[src/rtl/fetch_unit.sv]
// Instruction-fetch stage: owns the PC, reads the combinational instruction memory
// and buffers {pc, instr} pairs in a first-word-fall-through FIFO toward decode.
module fetch_unit #(
    parameter logic [31:0] RESET_PC = 32'h0000_0000,
    parameter int unsigned DEPTH    = 2
) (
    input  logic                     clk,
    input  logic                     reset,
    output logic [31:0]              imem_addr,
    input  logic [31:0]              imem_rd,
    input  logic                     fetch_en,
    input  logic                     redirect_valid,
    input  logic [31:0]              redirect_target,
    output logic                     dec_valid,
    input  logic                     dec_ready,
    output logic [31:0]              dec_instr,
    output logic [31:0]              dec_pc,
    output logic [31:0]              dec_pc_plus8,
    output logic [$clog2(DEPTH):0]   buf_count
);

    localparam int unsigned PW = $clog2(DEPTH);
    localparam int unsigned CW = PW + 1;

    logic [31:0]   pc_q, pc_d;
    logic [PW-1:0] rptr_q, rptr_d;
    logic [PW-1:0] wptr_q, wptr_d;
    logic [CW-1:0] count_q, count_d;
    logic [31:0]   instr_q [DEPTH];
    logic [31:0]   epc_q   [DEPTH];
    logic          push, pop;

    always_comb begin
        pc_d    = pc_q;
        rptr_d  = rptr_q;
        wptr_d  = wptr_q;
        count_d = count_q;
        pop     = dec_valid & dec_ready;
        push    = fetch_en & ~redirect_valid & ((count_q < CW'(DEPTH)) | pop);

        // A redirect flushes everything, including a head accepted in the same cycle.
        if (redirect_valid) begin
            pc_d    = redirect_target & ~32'h3;
            rptr_d  = '0;
            wptr_d  = '0;
            count_d = '0;
        end else begin
            if (push) begin
                pc_d   = pc_q + 32'd4;
                wptr_d = wptr_q + PW'(1);
            end
            if (pop) begin
                rptr_d = rptr_q + PW'(1);
            end
            if (push && !pop) begin
                count_d = count_q + CW'(1);
            end else if (pop && !push) begin
                count_d = count_q - CW'(1);
            end
        end
    end

    always_ff @(posedge clk or negedge reset) begin
        if (!reset) begin
            pc_q    <= RESET_PC;
            rptr_q  <= '0;
            wptr_q  <= '0;
            count_q <= '0;
        end else begin
            pc_q    <= pc_d;
            rptr_q  <= rptr_d;
            wptr_q  <= wptr_d;
            count_q <= count_d;
        end
    end

    // Entries are reset so the head outputs are defined (zero) before the first push.
    always_ff @(posedge clk or negedge reset) begin
        if (!reset) begin
            for (int unsigned i = 0; i < DEPTH; i++) begin
                instr_q[i] <= '0;
                epc_q[i]   <= '0;
            end
        end else if (push) begin
            instr_q[wptr_q] <= imem_rd;
            epc_q[wptr_q]   <= pc_q;
        end
    end

    assign imem_addr    = pc_q;
    assign dec_valid    = (count_q != '0);
    assign dec_instr    = instr_q[rptr_q];
    assign dec_pc       = epc_q[rptr_q];
    assign dec_pc_plus8 = epc_q[rptr_q] + 32'd8;
    assign buf_count    = count_q;

endmodule

[config.mk]
export PLATFORM = sky130hd
export DESIGN_NAME = fetch_unit
export DESIGN_NICKNAME = d
export VERILOG_FILES = /design/src/rtl/fetch_unit.sv
export SDC_FILE = /design/constraint.sdc
export NUM_CORES = 1
export LEC_CHECK = 0
export ABC_CLOCK_PERIOD_IN_PS = 3910
export CAP_MARGIN = 20
export CORE_UTILIZATION = 40
export DETAILED_ROUTE_END_ITERATION = 8
export DONT_BUFFER_PORTS = 1
export MAX_ROUTING_LAYER = met4
export PLACE_DENSITY = 0.63
export SLEW_MARGIN = 20
export SYNTH_ARGS = -nofsm -noshare
export SYNTH_HDL_FRONTEND = slang
export SYNTH_SLANG_ARGS = --single-unit
[constraint.sdc]
create_clock -name clk -period 3.91 [get_ports clk]
set_input_delay 0.391 -clock clk [delete_from_list [all_inputs] [get_ports clk]]
set_output_delay 0.391 -clock clk [all_outputs]
set_load 0.005 [all_outputs]
Yosys cells after proc, flatten, opt, wreduce, memory -nomap -nowiden
Cells that the tools add are included.
Word-level totals
  register bits: 164
  input port bits: 69
  output and inout bits: 131
  logic and storage cells: 53
Operators by class
  $add $sub $neg: 6
  magnitude comparators: 4
  mux-type cells: 19
  bitwise operators: 7
  reduce and logical (&&, ||, !) cells: 9
Operator list (number)
  $mux 32: 9
  $bwmux 64: 2
  $add 32x3->32 const B: 1
  $add 32x4->32 const B: 1
  $demux 32 s1: 1
  $mux 2: 3
  $reduce_bool 2->1: 3
  $ge 2x2->1 const B: 2
  $mux 1: 4
  $not 1->2: 2
  $and 1x1->1: 3
  $logic_and 1x1->1: 3
  $reduce_bool 3->1: 1
  $add 1x1->1 const B: 2
  $add 2x1->2 const B: 1
  $logic_not 1->1: 2
  $lt 2x1->1 const B: 1
  $lt 2x2->1 const B: 1
  $sub 2x1->2 const B: 1
  $not 1->1: 1
  $or 1x1->1: 1

Longest topological paths before layout
  depth in word-level cells: 9
  mapped depth: 12
  mapped depth without buffers: 7

Worst setup path before layout
OpenSTA, ideal clock, no wires.
  path kind: reg-to-output
  start point: register rptr_q
  end point: output port dec_pc_plus8[25]
  arrival time: 2.544 ns
  required time: 3.519 ns
  slack: 0.975 ns
  stages on the path, launching flop included: 13
  path buffers: 5
  cell sequence: dfrtp_1 -> buf_6 -> buf_6 -> buf_2 -> buf_2 -> buf_2 -> mux2i_1 -> inv_1 -> ha_1 -> a21boi_1 -> nand4_2 -> nor3_1 -> xor2_1
On the way
  cells in the longest elaborated chain, start to end: 5
RTL lines
  start, declared: line 26  | logic [PW-1:0] rptr_q, rptr_d;
  start signal, assigned: line 71  | rptr_q <= rptr_d;
  $not 1->2
  $mux 32 (3 in series)
  net dec_pc[3]: line 17  | output logic [31:0] dec_pc,
  $add 32x4->32: line 94  | assign dec_pc_plus8 = epc_q[rptr_q] + 32'd8;
  end, declared: line 18  | output logic [31:0] dec_pc_plus8,
The timed path passes the listed nets, and every way through them passes these cells. The select of a mux whose other input is x is not followed.

Final worst setup path
  start point: register rptr_q
  end point: output port dec_pc_plus8[31]
On the way
  cells in the longest elaborated chain, start to end: 5
RTL lines (line)
  $not 1->2 (implied by the code): 94
  $mux 32 (implied by the code) (3 in series): 94
  $add 32x4->32: 94
No other way between the ends. The select of a mux whose other input is x is not followed.

==> flow_metrics.env <==
export IMPL_run_status="finished with violations"
export IMPL_failed_checks="negative hold slack"
export IMPL_post_route_cells_drive_above_1_share_pct=35.9
export IMPL_pin_count=200
export IMPL_slew_limit_headroom_pct=38.9
export IMPL_timing_worst_slew_pin_value_ns=0.916
export IMPL_seq_area_frac_synth_pct=48.3
export IMPL_synth_warning_count=0
export IMPL_initial_utilization_pct=41.4
export IMPL_power_density_nw_per_um2=570
export IMPL_path_clk_slew_ns=0.07
export IMPL_cp_slowest_stage_delay_ns=0.51
export IMPL_skew_ns=0.0101
export IMPL_leakagePower_nw=3.69
export IMPL_half_perimeter_wire_length_after_detailed_placement_mm=12.6
export IMPL_clkSinkCount=158
export IMPL_grt_overall_usage_pct=18.5
export IMPL_worst_ir_drop_vdd_mv=0.274
export IMPL_critical_path_peak_fanout=43
export IMPL_route_detailed_vias_per_inst=5.41
export IMPL_route_vias_total=5051
export IMPL_hold_viol_final=158
export IMPL_post_cts_resized=0
export IMPL_clock_fmax_mhz=312
export IMPL_cp_class="register to primary output"
export IMPL_route_final_wire_length_mm=18.4
export IMPL_synthArstFlopShare_pct=100
export IMPL_grt_overflow_total=0
export IMPL_path_buf_inv=1
export IMPL_setup_tns_final_ns=0
export IMPL_htreeDepth=4
export IMPL_tightest_hold_margin_ns=-0.328
export IMPL_design_die_area_um2=21100
export IMPL_post_synth_num_cell_types=52
export IMPL_edff_count_synth=0
export IMPL_holdCritPathClass="primary input to async pin"
export IMPL_grt_antenna_before_repair=0
export IMPL_antenna_violating_nets_post_route=0
export IMPL_finalWeightedCongestion=0.787
export IMPL_fp_dieW_um=145
export IMPL_gate_count_post_synth=670
export IMPL_synth_seq_cells=158
export IMPL_cts_path_max_buffers=2
export IMPL_yosys_area_top_type_share_pct=48.3
export IMPL_post_synth_main_area_contributors="sky130_fd_sc_hd__dfrtp_1 48%, sky130_fd_sc_hd__mux2_2 24%, sky130_fd_sc_hd__xnor2_1 4.5%"
export IMPL_mappedNetlistArea_um2=8190
export IMPL_cap_viol_max_count=0
export IMPL_first_global_vias=5403
export IMPL_timing_critical_path_from_type="register"
export IMPL_tritoncts="built"
export IMPL_totalPowerFinal_mw=5.10
export IMPL_synth_top_cells_by_count="174 x sky130_fd_sc_hd__mux2_2, 158 x sky130_fd_sc_hd__dfrtp_1, 56 x sky130_fd_sc_hd__nand2_1"
export IMPL_slowest_cell_on_the_critical_path="sky130_fd_sc_hd__buf_4"
export IMPL_synthDominantAreaCellType="sky130_fd_sc_hd__dfrtp_1"
export IMPL_dominantRegCellSynth="sky130_fd_sc_hd__dfrtp_1"
export IMPL_clock_root_buffer="sky130_fd_sc_hd__clkbuf_16"
export IMPL_core_area_um2=19800
export IMPL_flow_area_growth_from_synthesis_pct=9.28
export IMPL_worst_setup_path_end_kind="primary output"
export IMPL_grt_first_pass_wirelength_mm=29.8
export IMPL_tritoncts_num_buffers=17
export IMPL_drc_errors=0
export IMPL_n_antenna_cell=0
export IMPL_finalWorstPathRequiredPeriod_ns=3.20
export IMPL_maxSlewViolCount=0
export IMPL_grt_start_max_net_pins=159
export IMPL_min_period_over_period_pct=81.8
export IMPL_detail_route_wl_per_cell_um=19.7
export IMPL_yosysMostFrequentCell="sky130_fd_sc_hd__mux2_2"
export IMPL_rsz0062_at_grt="no"
export IMPL_die_y_um=145
export IMPL_clk_latency_ns=0.42
export IMPL_nets=727
export IMPL_setup_viol=0
export IMPL_numPortBuffers=0
export IMPL_crit_path_cell_trace="buf_4 -> mux2i_1 -> a211o_1 -> or3b_1 -> nor3_2 -> xor2_1"
export IMPL_drt_pass1_iterations=4
export IMPL_detailedRoute_firstIterationViolations=214
export IMPL_worst_ep_required_time_ns=3.52
export IMPL_post_synth_cell_area_avg_um2=12.2
export IMPL_worstPathArrival_ns=2.81
export IMPL_critical_path_top_delay_family="simple AND/OR/NAND/NOR gates"
export IMPL_num_rows=51
[repair_timing]
| item | CTS | global route |
|---|---|---|
| endpoints found under the hold margin | 158 | 158 |
| endpoints found under the setup margin | 0 | 0 |
| buffers inserted | 0 | 0 |
[final cells by class]
| type | count | area [µm²] |
|---|---|---|
| timing repair buffer | 3 | 35.0 |
| clock inverter | 15 | 176 |
| multi-input combinational | 459 | 3970 |
| clock buffer | 17 | 425 |
| sequential | 158 | 3960 |
| fill | 1821 | 10800 |
| inverter | 17 | 63.8 |
| tap | 265 | 332 |
[through the flow]
step           hold slack [ns]  std cells  util (%)  instance area [µm²]  setup slack (ns)
2_1_floorplan           0.0954        675         -                 8210             0.975
3_5_place_dp             0.101        902      42.2                 8350              1.13
4_1_cts                 -0.356        934      45.3                 8950             0.661
3_3_place_gp             0.103        902      42.2                 8350              1.17
6_report                -0.328        934      45.3                 8950             0.710
5_1_grt                 -0.362        934      45.3                 8950             0.520
[per-layer routing]
layer  up-vias  global-route usage [%]  wire length [µm]
met5         -                       -                 0
li1       2338                       -                 -
met4         0                    5.11               150
met1      2542                    21.2              7490
met3         9                    7.23              1740
met2       162                    30.0              8970
[layout by cell type (no fill, tap or decap), types with 2 or more instances in the layout]
master                      count
sky130_fd_sc_hd__a21oi_2        2
sky130_fd_sc_hd__dfrtp_1      157
sky130_fd_sc_hd__nand4b_1       2
sky130_fd_sc_hd__nor4_2         9
sky130_fd_sc_hd__o21ai_1       15
sky130_fd_sc_hd__nor4_1         4
sky130_fd_sc_hd__inv_8          3
sky130_fd_sc_hd__clkbuf_16     17
sky130_fd_sc_hd__a21oi_1        5
sky130_fd_sc_hd__mux2i_1       13
sky130_fd_sc_hd__xnor2_1       42
sky130_fd_sc_hd__inv_1         17
sky130_fd_sc_hd__nand4_4        2
sky130_fd_sc_hd__nand2_1       55
sky130_fd_sc_hd__nand4b_4       4
sky130_fd_sc_hd__clkinv_4       3
sky130_fd_sc_hd__nand4_1       14
sky130_fd_sc_hd__buf_4          2
sky130_fd_sc_hd__nand3_1       15
sky130_fd_sc_hd__xor2_1        15
sky130_fd_sc_hd__nand2b_1       2
sky130_fd_sc_hd__inv_6          5
sky130_fd_sc_hd__and4_1         2
sky130_fd_sc_hd__nor2b_1        2
sky130_fd_sc_hd__and2_1         4
sky130_fd_sc_hd__nor3_1         9
sky130_fd_sc_hd__a31oi_1        2
sky130_fd_sc_hd__ha_1           2
sky130_fd_sc_hd__o21ai_0       20
sky130_fd_sc_hd__mux2_2       174
sky130_fd_sc_hd__a211oi_2       2
sky130_fd_sc_hd__conb_1         6
sky130_fd_sc_hd__bufinv_16      2
sky130_fd_sc_hd__and3_1         6
sky130_fd_sc_hd__nor2_1        12
[power breakdown]
part / leakage (nW) / internal (mW) / switching [mW]
Clock: 0.295 / 0.966 / 0.727
Sequential: 1.91 / 2.05 / 0.332
Combinational: 1.48 / 0.570 / 0.460
Total: 3.69 / 3.58 / 1.52
[path summary, 6_finish.rpt]
check	end	cells after the start	slack, ns	startpoint
max	dec_pc_plus8[31]	6	0.71	rptr_q
min	epc_q[12]	0	-0.33	reset
max reg2reg	instr_q[9]	5	1.72	buf_count[1]
min reg2reg	instr_q[4]	1	0.50	instr_q[4]
max in group asynchronous	epc_q[61]	0	4.00	reset
min in group clk	rptr_q	1	0.06	redirect_valid
[logic make-up (layout without fill, tap and decap cells)]
group,count (synthesis),count (layout),share of synthesized area (%)
xor gates and xnor gates,57,57,6.09
AOI/OAI and AO/OA,54,54,4.25
muxes,187,187,25.5
and+or+nand+nor,153,153,11.8
adders and majority gates,2,2,0.305
DFF,158,158,48.3
other,1,6,0.0458
buffers and inverters,58,52,3.76
[sequential cells by signal (all words and copies together), names as in the netlist]
| register | cells |
|---|---|
| buf_count | 2 |
| epc_q | 60 |
| instr_q | 64 |
| wptr_q | 1 |
| rptr_q | 1 |
| imem_addr | 30 |
Power figures use the tool's default switching activity.
